File: config.mk
export PLATFORM = sky130hd
export DESIGN_NAME = pif_led_breather
export DESIGN_NICKNAME = d
export VERILOG_FILES = /design/src/rtl/pif_led_breather.sv
export SDC_FILE = /design/constraint.sdc
export NUM_CORES = 1
export LEC_CHECK = 0
export BUFFER_PORTS_ARGS = -buffer_cell sky130_fd_sc_hd__buf_4
export CAP_MARGIN = 25
export CORE_ASPECT_RATIO = 1.4
export CORE_MARGIN = 2
export CORE_UTILIZATION = 50
export DETAILED_ROUTE_END_ITERATION = 16
export GPL_TIMING_DRIVEN = 0
export PLACE_DENSITY_LB_ADDON = 0.25
export SETUP_SLACK_MARGIN = 0.5
export SLEW_MARGIN = 20
export SYNTH_ARGS = -nofsm -noshare
export SYNTH_HDL_FRONTEND = slang
export SYNTH_SLANG_ARGS = --single-unit
File: constraint.sdc
create_clock -name Clk -period 2.2 [get_ports Clk]
set_clock_uncertainty 0.1 [all_clocks]
set_input_delay 0.66 -clock Clk [delete_from_list [all_inputs] [get_ports Clk]]
set_output_delay 0.66 -clock Clk [all_outputs]
set_load 0.01 [all_outputs]
File: src/rtl/pif_led_breather.sv
// Multi-channel LED driver: a tick divider steps a shared ramp, and each channel
// shows it as off, on, blink or PWM breathing, with a quarter-ramp phase offset.
module pif_led_breather #(
  parameter int unsigned CHANNELS = 2,
  parameter int unsigned B        = 5,
  parameter int unsigned DIV_W    = 32
) (
  input  logic                  Clk,
  input  logic                  sys_rst,
  input  logic                  en,
  input  logic [DIV_W-1:0]      div_val,
  input  logic [2*CHANNELS-1:0] mode,
  output logic [CHANNELS-1:0]   led_n,
  output logic                  tick,
  output logic [B+1:0]          level
);

  localparam int unsigned CW = DIV_W + 1;
  localparam int unsigned LW = B + 2;

  localparam logic [1:0] MODE_OFF     = 2'b00;
  localparam logic [1:0] MODE_ON      = 2'b01;
  localparam logic [1:0] MODE_BLINK   = 2'b10;
  localparam logic [1:0] MODE_BREATHE = 2'b11;

  logic [CW-1:0]       div_cnt;
  logic [B-1:0]        pwm_cnt;
  logic [CHANNELS-1:0] on_c;

  // The divider MSB is the tick: it sets when the count underflows past zero.
  assign tick = div_cnt[CW-1];

  always_ff @(posedge Clk or negedge sys_rst) begin
    if (!sys_rst) begin
      div_cnt <= '0;
    end else if (!en || tick) begin
      div_cnt <= {1'b0, div_val};
    end else begin
      div_cnt <= div_cnt - CW'(1);
    end
  end

  // Shared ramp advances once per tick and wraps naturally.
  always_ff @(posedge Clk or negedge sys_rst) begin
    if (!sys_rst) begin
      level <= '0;
    end else if (en && tick) begin
      level <= level + LW'(1);
    end
  end

  always_ff @(posedge Clk or negedge sys_rst) begin
    if (!sys_rst) begin
      pwm_cnt <= '0;
    end else if (en) begin
      pwm_cnt <= pwm_cnt + B'(1);
    end
  end

  // Odd phases count the duty back down, turning the sawtooth into a triangle.
  function automatic logic chan_on(input logic [1:0]    md,
                                   input logic [LW-1:0] lv,
                                   input logic [B-1:0]  pc);
    logic [1:0]   ph;
    logic [B-1:0] duty;
    logic         on;
    ph   = lv[LW-1:B];
    duty = ph[0] ? ~lv[B-1:0] : lv[B-1:0];
    on   = 1'b0;
    case (md)
      MODE_OFF:     on = 1'b0;
      MODE_ON:      on = 1'b1;
      MODE_BLINK:   on = ~ph[0];
      MODE_BREATHE: on = (pc < duty);
      default:      on = 1'b0;
    endcase
    return on;
  endfunction

  always_comb begin
    on_c = '0;
    for (int unsigned i = 0; i < CHANNELS; i++) begin
      on_c[i] = chan_on(mode[2*i +: 2], level + (LW'(i) << B), pwm_cnt);
    end
  end

  always_ff @(posedge Clk or negedge sys_rst) begin
    if (!sys_rst) begin
      led_n <= '1;
    end else if (!en) begin
      led_n <= '1;
    end else begin
      led_n <= ~on_c;
    end
  end

endmodule

==> metrics.md <==
| Metric | Value |
|---|---|
| Status | completed |
| Clock power frac | 20.7% |
| DR DRC count | 0 |
| Dpl hpwl | 4000 um |
| Post-synth EDFFs | 0 |
| Number of H-tree levels | 2 |
| Yosys top cell by area | dfrtp_1 |
| Max-cap violations | 0 |
| Hold_buf cts | 0 |
| Synthesized net count | 324 |
| DR iter-0 viols | 123 |
| Synth cell types | 37 |
| Leak pwr | 1.83 nW |
| Drt pass-1 iters | 4 |
| Startpoint types | flop |
| Final setup vio count | 0 |
| Vias | 2482 |
| # port buffers | 47 |
| Reg clk slew, reported paths | 0.08 ns |
| Fraction of registers with async set/reset | 100% |
| Share of cells above drive strength 1 | 50.7% |
| Vias in the first global route | 2530 |
| Synth Area in Compound Gates | 10.1% |
| Hold Slack | 0.249 ns |
| Routed length per instance | 18.3 um |
| GRT Residual Overflow | 0 |
| Syn Inst Count | 273 |
| Hold WC Path Type | input port to asynchronous set/reset pin |
| Syn avg cell area | 9.64 um2 |
| Clk sink count | 47 |
| Sw Ratio | 33.6% |
| Simple-Gate Fraction of Synth Area | 20.9% |
| Chip height | 89.8 um |
| Top cell type's share of synthesized area | 42.8% |
| Psw | 0.808 mW |
| Initial cell density of the core | 51.4% |
| CTS Buf Count | 5 |
| Mux share of post-synthesis cell area | 0.856% |
| Post-Synthesis Cell Area | 0.00263 mm2 |
| Net count, final | 424 |
| Internal Pwr Total | 1.60 mW |
| Commonest cells post-synth | dfrtp_1 (45), nand2_1 (40), o21ai_0 (35), xnor2_1 (33), nor3_1 (15) |
| Routability cong. | 0.831 |
| Worst IR drop on VDD | 0.393 mV |
| Yosys warnings | 0 |
| Most common cell in the netlist | dfrtp_1 |
| Largest net degree at the start of global routing | 48 |
| Setup TNS | 0 ns |
| Post-Synth XOR/XNOR Area | 13.6% |
| Max-slew headroom | 59.6% |
| Comb pwr share | 30.7% |
| N_diodes | 0 |
| Worst slew pin tran | 0.606 ns |
| CTS tree | yes |
| Final period util | 91.3% |
| Area Overhead vs Synth | 57.4% |
| Footprint of the multi-input gates | 0.00187 mm2 |
| CP required | 2.30 ns |
| Routed vias/inst | 5.65 |
| I/O pin total | 49 |
| Crit path capture type | flop |
| Setup Crit Path Kind | flop to flop |
| FP Rows | 31 |
| Clk_lat worst skew | 0.31 ns |
| RSZ-0062 raised after global routing | true |
| Largest cells by area after synthesis | dfrtp_1 (43%), xnor2_1 (11%), o21ai_0 (6.7%), ha_1 (5.7%), nand2_1 (5.7%) |
| Core area | 0.00512 mm2 |
| Die area | 0.00587 mm2 |
| Worst reg2reg path depth | 5 |
| Routed Antenna Nets | 0 |
| Max Freq | 498 MHz |
| Crit path max fanout | 3 |
| Seq pwr share | 48.6% |
| Total GRT Usage | 24.7% |
| Crit path DAT | 2.11 ns |
| Seq/Total Area, Yosys | 44.8% |
| Largest family of logic cells by synthesized area | simple AND/OR/NAND/NOR gates |
| Slew Viols, Final | 0 |
| Die Wd | 65.3 um |
| First-pass GRT wire length | 11500 um |
| Synth Area in Adders | 5.71% |
| Tmin final | 2.01 ns |
| Filler Cell Count | 313 |
| Post-Route WL | 8050 um |
| Final hold vios | 0 |
| Root Driver | clkbuf_8 |
| Synth Flop Type | dfrtp_1 |
| Pwr per Cell Area | 581 mW/mm2 |
| Initial antenna violation count | 0 |
| Synthesized flop and latch total | 47 |
| Storage cell area | 0.00119 mm2 |
| Max Root-Sink Buffers | 2 |
## per-stage QoR
stage	util (%)	setup slack, ns	instance area (um2)	instances	total power [mW]
after floorplan	-	0.271	2770	273	1.46
after global placement	62.7	0.224	3210	386	1.61
after detailed placement	62.7	0.201	3210	386	1.63
after CTS	74.2	0.244	3800	423	2.24
after global routing	80.9	0.146	4140	439	2.53
final	80.9	0.191	4140	439	2.41
## cells in the final DEF (no fill, tap or decap), drive strengths merged
master / synthesis / layout
buf: 2 / 96
dfrtp: 45 / 45
nand2: 40 / 40
o21ai: 37 / 37
xnor2: 33 / 33
nor3: 16 / 16
clkbuf: 9 / 15
ha: 12 / 12
nor2: 11 / 11
nor4: 8 / 8
inv: 8 / 8
xor2: 8 / 8
nand4: 7 / 7
or3: 5 / 5
or4: 4 / 4
a21oi: 4 / 4
nor4b: 3 / 3
nand3: 3 / 3
o21a: 2 / 2
a211oi: 2 / 2
or2: 2 / 2
a21o: 2 / 2
mux2: 2 / 2
dfstp: 2 / 2
nand3b: 1 / 1
nand2b: 1 / 1
nor3b: 1 / 1
o31ai: 1 / 1
and2: 1 / 1
and3: 1 / 1
## layout make-up
class	count	share of cell area (%)
multi-input combinational	207	45.1
clock buffer	7	1.84
timing repair buffer	93	19.1
tap	66	1.99
buffer	11	2.51
inverter	8	0.725
sequential	47	28.8
## power groups by stage
stage / sequential, mW / combinational [mW] / clock, mW
after floorplan: 1.11 / 0.351 / 0
after global placement: 1.14 / 0.472 / 0
after detailed placement: 1.14 / 0.488 / 0
after CTS: 1.14 / 0.604 / 0.498
after global routing: 1.19 / 0.802 / 0.544
final: 1.17 / 0.738 / 0.498
## cells by family after synthesis
family / Yosys count
flip-flops: 47
AND/OR/NAND/NOR: 104
AO/OA/AOI/OAI: 48
adder cells (fa/ha/maj): 12
buffers and inverters: 19
XOR/XNOR: 41
multiplexers: 2
## per-layer routing
layer / up-vias / routed length [um] / global-route usage (%)
li1: 1150 / - / -
met1: 1240 / 3040 / 28.5
met2: 74 / 4490 / 43.8
met5: - / 0 / 0
met3: 18 / 317 / 4.76
met4: 0 / 211 / 9.72
## repair_timing
item,CTS,global route
cloned,1,0
pin swaps,30,28
endpoints found under the setup margin,29,37
buffers inserted,29,16
resized for setup,65,52
## worst paths after layout
kind	startpoint	endpoint	slack, ns
max	div_cnt[27]	div_cnt[31]	0.19
min	sys_rst	pwm_cnt[2]	0.25
max reg2reg	div_cnt[27]	div_cnt[31]	0.19
min reg2reg	level[6]	level[6]	0.40
max in group asynchronous	sys_rst	level[0]	1.29
min in group Clk	level[6]	level[6]	0.40
## worst max-delay path, cell delays in order (launching register included)
cell and delay (ns):
dfrtp_1 0.39, or4_4 0.55, or4_4 0.47, nor3_4 0.18
xnor2_2 0.15, o21ai_2 0.07
## flip-flops by register name, summed over array words and instances (netlist names)
| signal | flops |
|---|---|
| div_cnt | 33 |
| level | 7 |
| pwm_cnt | 5 |
| led_n | 2 |
(Power assumes the default switching activity.)
